[src/rtl/tick_generator.sv]
// tick_generator: shared prescaler feeding NUM_CH runtime-programmable dividers,
// each emitting a one-cycle tick and a 50 % square wave used as clock enables.
module tick_generator #(
  parameter int CLK_HZ      = 100_000_000,
  parameter int BASE_HZ     = 1000,
  parameter int NUM_CH      = 4,
  parameter int DIV_W       = 16,
  parameter int DEFAULT_DIV = 1000,
  localparam int CW         = NUM_CH > 1 ? $clog2(NUM_CH) : 1
) (
  input  logic              clk,
  input  logic              reset_sync,
  input  logic              run,
  input  logic              clear,
  input  logic              cfg_we,
  input  logic [CW-1:0]     cfg_ch,
  input  logic [DIV_W-1:0]  cfg_div,
  output logic              cfg_err,
  output logic              base_tick,
  output logic [NUM_CH-1:0] tick,
  output logic [NUM_CH-1:0] square
);
  localparam int PRESCALE = CLK_HZ / BASE_HZ;
  localparam int PW = $clog2(PRESCALE);

  if (CLK_HZ % BASE_HZ != 0 || PRESCALE < 2) begin : g_bad_prescale
    $error("tick_generator: CLK_HZ/BASE_HZ must be an integer >= 2");
  end
  if (DEFAULT_DIV < 1 || DEFAULT_DIV > (1 << DIV_W) - 1) begin : g_bad_div
    $error("tick_generator: DEFAULT_DIV out of range");
  end
  if (NUM_CH < 1) begin : g_bad_ch
    $error("tick_generator: NUM_CH must be >= 1");
  end

  logic [PW-1:0]     r_pre_cnt;
  logic              r_base_tick, r_cfg_err;
  logic [NUM_CH-1:0] r_tick, r_square, r_pend_v, w_wrap;
  logic [DIV_W-1:0]  r_cnt [NUM_CH];
  logic [DIV_W-1:0]  r_div_act [NUM_CH];
  logic [DIV_W-1:0]  r_div_pend [NUM_CH];
  logic              w_wr_ok, w_pre_wrap;

  always_comb begin
    w_wr_ok = cfg_we && 32'(cfg_ch) < NUM_CH && cfg_div != '0;
    w_pre_wrap = r_pre_cnt == PW'(PRESCALE - 1);
    for (int i = 0; i < NUM_CH; i++)
      w_wrap[i] = run && r_base_tick && r_cnt[i] == r_div_act[i] - DIV_W'(1);
  end

  always_ff @(posedge clk or posedge reset_sync) begin
    if (reset_sync) begin
      r_pre_cnt   <= '0;
      r_base_tick <= 1'b0;
      r_cfg_err   <= 1'b0;
      r_tick      <= '0;
      r_square    <= '0;
      r_pend_v    <= '0;
      for (int i = 0; i < NUM_CH; i++) begin
        r_cnt[i]      <= '0;
        r_div_act[i]  <= DIV_W'(DEFAULT_DIV);
        r_div_pend[i] <= '0;
      end
    end else begin
      r_cfg_err <= cfg_we && !w_wr_ok;
      if (clear) begin
        r_pre_cnt   <= '0;
        r_base_tick <= 1'b0;
        r_tick      <= '0;
        r_square    <= '0;
        r_pend_v    <= '0;
        for (int i = 0; i < NUM_CH; i++) begin
          r_cnt[i] <= '0;
          if (r_pend_v[i]) r_div_act[i] <= r_div_pend[i];
        end
      end else begin
        r_base_tick <= run && w_pre_wrap;
        if (run) r_pre_cnt <= w_pre_wrap ? '0 : r_pre_cnt + PW'(1);
        r_tick   <= w_wrap;
        r_square <= r_square ^ w_wrap;
        // pending divisors only swap in at a wrap so no period is ever cut short
        for (int i = 0; i < NUM_CH; i++)
          if (run && r_base_tick) begin
            r_cnt[i] <= w_wrap[i] ? '0 : r_cnt[i] + DIV_W'(1);
            if (w_wrap[i] && r_pend_v[i]) begin
              r_div_act[i] <= r_div_pend[i];
              r_pend_v[i]  <= 1'b0;
            end
          end
      end
      if (w_wr_ok) begin
        r_div_pend[cfg_ch] <= cfg_div;
        r_pend_v[cfg_ch]   <= 1'b1;
      end
    end
  end

  assign cfg_err   = r_cfg_err;
  assign base_tick = r_base_tick;
  assign tick      = r_tick;
  assign square    = r_square;
endmodule

[config.mk]
export PLATFORM = sky130hd
export DESIGN_NAME = tick_generator
export DESIGN_NICKNAME = d
export VERILOG_FILES = /design/src/rtl/tick_generator.sv
export SDC_FILE = /design/constraint.sdc
export NUM_CORES = 1
export LEC_CHECK = 0
export CORE_ASPECT_RATIO = 1.25
export CORE_MARGIN = 2
export CORE_UTILIZATION = 63
export DETAILED_ROUTE_END_ITERATION = 12
export GPL_TIMING_DRIVEN = 0
export PLACE_DENSITY = 0.78
export SYNTH_ARGS = -nofsm -noshare
export SYNTH_HDL_FRONTEND = slang
export SYNTH_SLANG_ARGS = --single-unit
[constraint.sdc]
create_clock -name clk -period 9.95 [get_ports clk]
set_input_delay 1.4925 -clock clk [delete_from_list [all_inputs] [get_ports clk]]
set_output_delay 1.4925 -clock clk [all_outputs]
set_load 0.1 [all_outputs]
Word-level counts from Yosys, hierarchy flattened --
Cells that the tools add are included.
Word-level totals: RAM bits 0, register bits after elaboration 223, bits in latches 0, ROM bits 0, word-level logic and storage cells 112, memories kept 0, output and inout port bits 10
Operators by class: $lt $le $gt $ge 4, multiply operators 0, muxes and demuxes 43, reductions and logical operators 26, add/sub/neg operators 9, equal/unequal tests 9, div/mod/pow operators 0, bitwise operators 3, shift-type cells 0
Operators with widths (count):
- $mux 16 | 21
- $mux 64 | 2
- $add 16x1->16 const B | 4
- $bwmux 64 | 1
- $eq 16x16->1 | 4
- $sub 16x1->16 const B | 4
- $mux 17 | 3
- $demux 16 s2 | 1
- $add 17x1->17 const B | 1
- $eq 17x17->1 const B | 1
- $mux 4 | 4
- $reduce_bool 16->1 | 1
- $logic_and 1x1->1 | 14
- $reduce_and 3->1 | 4
- $reduce_bool 2->1 | 6
- $mux 1 | 10
- $ne 2x1->1 const B | 4
- $or 4x4->4 | 1
- $xor 4x4->4 | 1
- $ge 3x3->1 const B | 1
- $lt 2x3->1 const B | 1
- $lt 3x1->1 const B | 1
- $not 2->3 | 1
- $demux 1 s2 | 1
- 2 further kinds | 2

Logic depth before layout (Yosys ltp) --
depth in word-level cells 9, gate-level depth with buffers 12, gate-level depth less buffers 9

Worst setup path before layout --
OpenSTA, ideal clock, no wires.
kind input to register, start input port run, end register r_cnt[50] in the netlist's numbering, cell stages on the path 10, setup time 0.121 ns, required time 9.829 ns, arrival time 3.563 ns, slack 6.266 ns, buffers on the path 3, path through clkbuf_1 -> and2_1 -> clkbuf_1 -> nand3_1 -> a311oi_1 -> nor2b_1 -> nand4b_1 -> o21ai_1 -> buf_2 -> nor2_1
Between the ends: cells in the longest elaborated chain, start to end 5, elaborated cells between the ends (all ways) 6, those cells by class 3 x mux; 3 x reduce/logical
RTL lines:
- start: declaration | RTL line 13 | input logic run,
- $logic_and 1x1->1 * | RTL line 48, 83
- $logic_and 1x1->1 | RTL line 48 | w_wrap[i] = run && r_base_tick && r_cnt[i] == r_div_act[i] - DIV_W'(1);
- $mux 16 | RTL line 84 | r_cnt[i] <= w_wrap[i] ? '0 : r_cnt[i] + DIV_W'(1);
- $mux 16 | RTL line 83 | if (run && r_base_tick) begin
- $mux 64 | RTL line 66 | if (clear) begin
- end signal: indexed assignment | RTL line 84
- end: declaration | RTL line 39 | logic [DIV_W-1:0] r_cnt [NUM_CH];
Every way passes the cells marked *; elsewhere a longest branch is shown, timed or not. The select of a mux whose other input is x is not followed. A chain may end at the register's enable or synchronous reset.

Worst setup path in the final report --
start input port clear, end register r_cnt[30] in the netlist's numbering
Between the ends: cells in the longest elaborated chain, start to end 1, elaborated cells between the ends (all ways) 2, those cells by class 1 x mux; 1 x reduce/logical
RTL lines:
- start: declaration | RTL line 14 | input logic clear,
- $mux 64 / $reduce_bool 2->1 (equally long branches)
Several ways; a longest one is shown, not always the timed one.

==> summary.txt <==
Outcome
  • Status: finished, final reports clean

Clock network
  • Clock tree from TritonCTS: built
  • Clock root buffer master: clkbuf_16
  • Insertion delay of the later-clocked pin in the worst-skew pair: 0.52 ns
  • Maximum root-to-sink buffer count: 3
  • Number of buffers created by CTS: 24
  • Number of cells upsized or downsized after cts: 0
  • Post CTS Setup Buffer Count: 0
  • Count of hold buffers inserted by post-cts repair: 0
  • Number of sinks handled by clock tree synthesis: 223
  • H-tree depth: 1
  • Clock Pin Slew Worst Setup and Hold Paths: 0.06 ns

Logic synthesis
  • Post-synth cell types: 80
  • XOR/XNOR share of the synthesized area: 9.68%
  • Number of enable-type register cells in the synthesized netlist: 0
  • Cells after synthesis: 1305
  • Share of the yosys chip area belonging to registers: 44.0%
  • Synth warnings: 0
  • Simple logic cell fraction of the synthesized area: 21.3%
  • Post-synthesis adder-cell area fraction: 0.883%
  • Post-synthesis instance area: 12800 um^2
  • Syn_nets: 1337
  • Compound-gate portion of the synthesized area: 11.3%
  • Top FF cell, synth: dfrtp_1
  • Mux contribution to synthesized area: 9.11%
  • Main combinational cell family by area after synthesis: simple AND/OR/NAND/NOR gates
  • Mean cell area of the mapped netlist: 9.77 um^2
  • Number of register bits inferred by synthesis: 223
  • Share of synthesized flip-flops with an asynchronous set or reset: between 90% and 100%

Place
  • Worst slack, placed: about 5.2 ns
  • HPWL reported at the end of detailed placement: 22000 um
  • Final weighted congestion in routability-driven placement: just over 0.9
  • Port-buffer cells: 31
  • Placement-stage cell area: 13400 um^2

Cells and area
  • Synthesis-to-finish area growth: 11.8%
  • Diodes inserted: 0
  • Post-Route Utilization: 71.5%
  • Share of layout cells above drive strength 1: approximately 15%
  • Most common cell after layout, fill and taps aside: dfrtp_1
  • Count of filler cells inserted in the layout: 1464
  • Most frequent cells in the layout: dfrtp_1 (199), nor2_1 (141), nand2_1 (84), mux2_2 (83), xor2_1 (79)
  • Total area of multi-input combinational cells: 6660 um^2
  • Storage cell area: around 5600 um^2
  • Area of all placed cells without fillers: approximately 14000 um^2
  • # nets final: approximately 1.4k

Critical path
  • Critical path peak fanout: 10
  • Reg-to-reg slack, setup: 6.20 ns
  • Signal arrival time at the worst endpoint: 4.71 ns
  • Crit path cell chain: clkdlybuf4s50_1 > inv_1 > nand2_1 > clkbuf_1 > buf_1 > nand4_1 > xor2_1 > nor2_1
  • Reg2reg start: r_div_act[48]
  • Highest cell delay on the worst timing path: 0.71 ns
  • Kind of end point of the critical path: flip-flop
  • CP bufs+invs: 4
  • Startpoint Class: input pin
  • Critical R2R Capture: r_div_act[49]
  • Cell count of the worst reg-to-reg path: 10
  • Data required time at the worst endpoint: 10.37 ns
  • Classification of the worst setup path: in -> reg
  • Worst path slowest cell: buf_1
  • Crit path max-delay family: buffers and inverters
  • Critical path origin: clear

Timing
  • Post-route worst setup slack: approximately 5.7 ns
  • Max Freq: 233 MHz
  • Slew Limit Fails: 0
  • Unrepaired setup endpoints after global routing: no
  • Period utilization: 43.1%
  • Post-layout minimum cycle time: 4.29 ns
  • Post-route clock skew: around 0.014 ns
  • Final-report hold violation count: 0
  • Setup violation total in the final timing report: 0
  • Sum Neg Setup Slack: 0 ns
  • Pin slew with the least headroom to its limit: 1.07 ns
  • Slew Limit Headroom: approximately 28%

Die
  • Initial core utilization: 63.9%
  • Width of the die: ~130 um
  • Number of rows in the core area: 58
  • Count of boundary I/O pins: 33
  • Die outline area: ~21000 um^2
  • Core box area: 20000 um^2
  • Die height: 163 um

Detailed routing
  • First DRT Iteration DRCs: 776
  • Total detailed-routing wirelength: 31600 um
  • Via count: 10.4k
  • Avg Vias per Cell: 6.27
  • Residual antenna-violating net count after detailed routing: 0
  • Average wire per cell in the routed design: 19.1 um
  • Iteration count of the initial detailed-routing pass: 5
  • DRC violations left: 0

Global route
  • Antenna violations before repair: 0
  • Number of global-route vias before repair: between 10k and 15k
  • First-pass GRT wire length: between 50000 and 60000 um
  • Total overflow reported by the global router: 0
  • Overall routing resource usage: 29.8%
  • Largest net degree at the start of global routing: about 120

Worst hold path
  • Instance count along the most critical hold path: 1
  • Class of the tightest hold or removal check: reg -> reg
  • Startpoint of the lowest-slack hold path: r_div_pend[17]
  • Endpoint, Worst Hold: r_div_act[17]

Power
  • Power per standard cell area: 183 nW/um^2
  • Reported leakage power: about 0.0058 uW
  • Worst-case vdd ir drop: about 140 uV

Run
  • Count of maximum capacitance violations: 0
==> worst max path at each step <==
stage,endpoint,slack (ns),cells after the start
finish,r_cnt[30],5.66,8
floorplan,base_tick,2.39,1
detailed placement,r_cnt[30],5.20,8
global route,r_cnt[53],5.53,10
global placement,r_div_act[58],-0.33,2
CTS,r_cnt[30],5.77,8
==> worst register-to-register path: stages (launching register included) <==
cell      delay [ns]
dfrtp_1         0.47
inv_1           0.09
ha_1            0.23
nor4b_1         0.78
a21oi_1         0.16
o21ai_0         0.27
a21o_1          0.17
nor4_1          0.07
a21oi_1         0.74
clkbuf_1        0.44
o211ai_1        0.18
==> power by group <==
| part | internal, uW | switching, uW |
|---|---|---|
| Clock | 541 | 376 |
| Sequential | 1040 | 128 |
| Combinational | 248 | 275 |
==> Yosys cell counts, types with 3 or more instances <==
library cell  number  share of area, %
a21o_1             4              0.24
a21oi_1           15              0.59
a311o_1           15               1.2
a31o_2            17               1.2
a31oi_1            8              0.39
a32o_1             3              0.24
a32oi_1            4              0.27
and2_1             6              0.29
and3_1            27               1.3
and3b_1            3              0.21
and4_1             7              0.48
buf_1              5              0.15
buf_2              8              0.31
clkbuf_1          64               1.9
dfrtp_1          199                39
dfstp_2           24               4.9
ha_1               9              0.88
inv_1             39               1.1
mux2_1             5              0.44
mux2_2            83               7.3
mux2_4            10               1.2
nand2_1           84               2.5
nand2b_1          11              0.54
nand3_1           67               2.6
nand3b_1           3              0.18
nand4_1           40               2.0
nand4b_1           9              0.62
nor2_1           141               4.2
nor2b_1           13              0.64
nor3_1            27               1.1
nor4_1            25               1.2
nor4b_1           10              0.69
o2111ai_1          6              0.41
o211ai_1          43               2.5
o21ai_0           44               1.7
o31ai_1            3              0.18
or2_2              3              0.15
or3_1             12              0.59
or4_1              9              0.53
or4b_2             3              0.24
xnor2_1           62               4.3
xor2_1            79               5.4
==> through the flow <==
step / power (uW) / hold slack [ns] / cells
floorplan: 1550 / 0.452 / 1305
global placement: 1670 / 0.461 / 1606
detailed placement: 1690 / 0.463 / 1607
CTS: 2620 / 0.483 / 1650
global route: 2730 / 0.507 / 1651
finish: 2610 / 0.481 / 1651
==> final cells by class <==
| cell class | count | share of cell area [%] |
|---|---|---|
| buffer | 80 | 2.31 |
| clock buffer | 29 | 4.48 |
| clock inverter | 14 | 1.26 |
| inverter | 40 | 1.11 |
| multi-input combinational | 962 | 46.7 |
| sequential | 223 | 39.3 |
| tap | 270 | 2.37 |
| timing repair buffer | 33 | 2.42 |
==> flip-flops by register name, summed over array words and instances (netlist names) <==
| register | flops |
|---|---|
| r_cnt | 64 |
| r_div_act | 64 |
| r_div_pend | 64 |
| r_pre_cnt | 17 |
| r_pend_v | 4 |
| square | 4 |
| tick | 4 |
| base_tick | 1 |
| cfg_err | 1 |
==> routing by layer <==
| metal | vias up | track usage (%) | wire, um |
|---|---|---|---|
| li1 | 4850 | - | - |
| met1 | 5102 | 37.8 | 13200 |
| met2 | 314 | 52.4 | 15900 |
| met3 | 86 | 3.57 | 1300 |
| met4 | 0 | 12.1 | 1240 |
| met5 | - | 0 | 0 |
==> logic make-up after synthesis <==
| logic type | after synthesis |
|---|---|
| flip-flops | 223 |
| buffers and inverters | 120 |
| multiplexers | 100 |
| XOR/XNOR | 141 |
| AO/OA/AOI/OAI | 195 |
| AND/OR/NAND/NOR | 517 |
| adder cells (fa/ha/maj) | 9 |
Note: power is estimated with default switching activity, not from simulation.
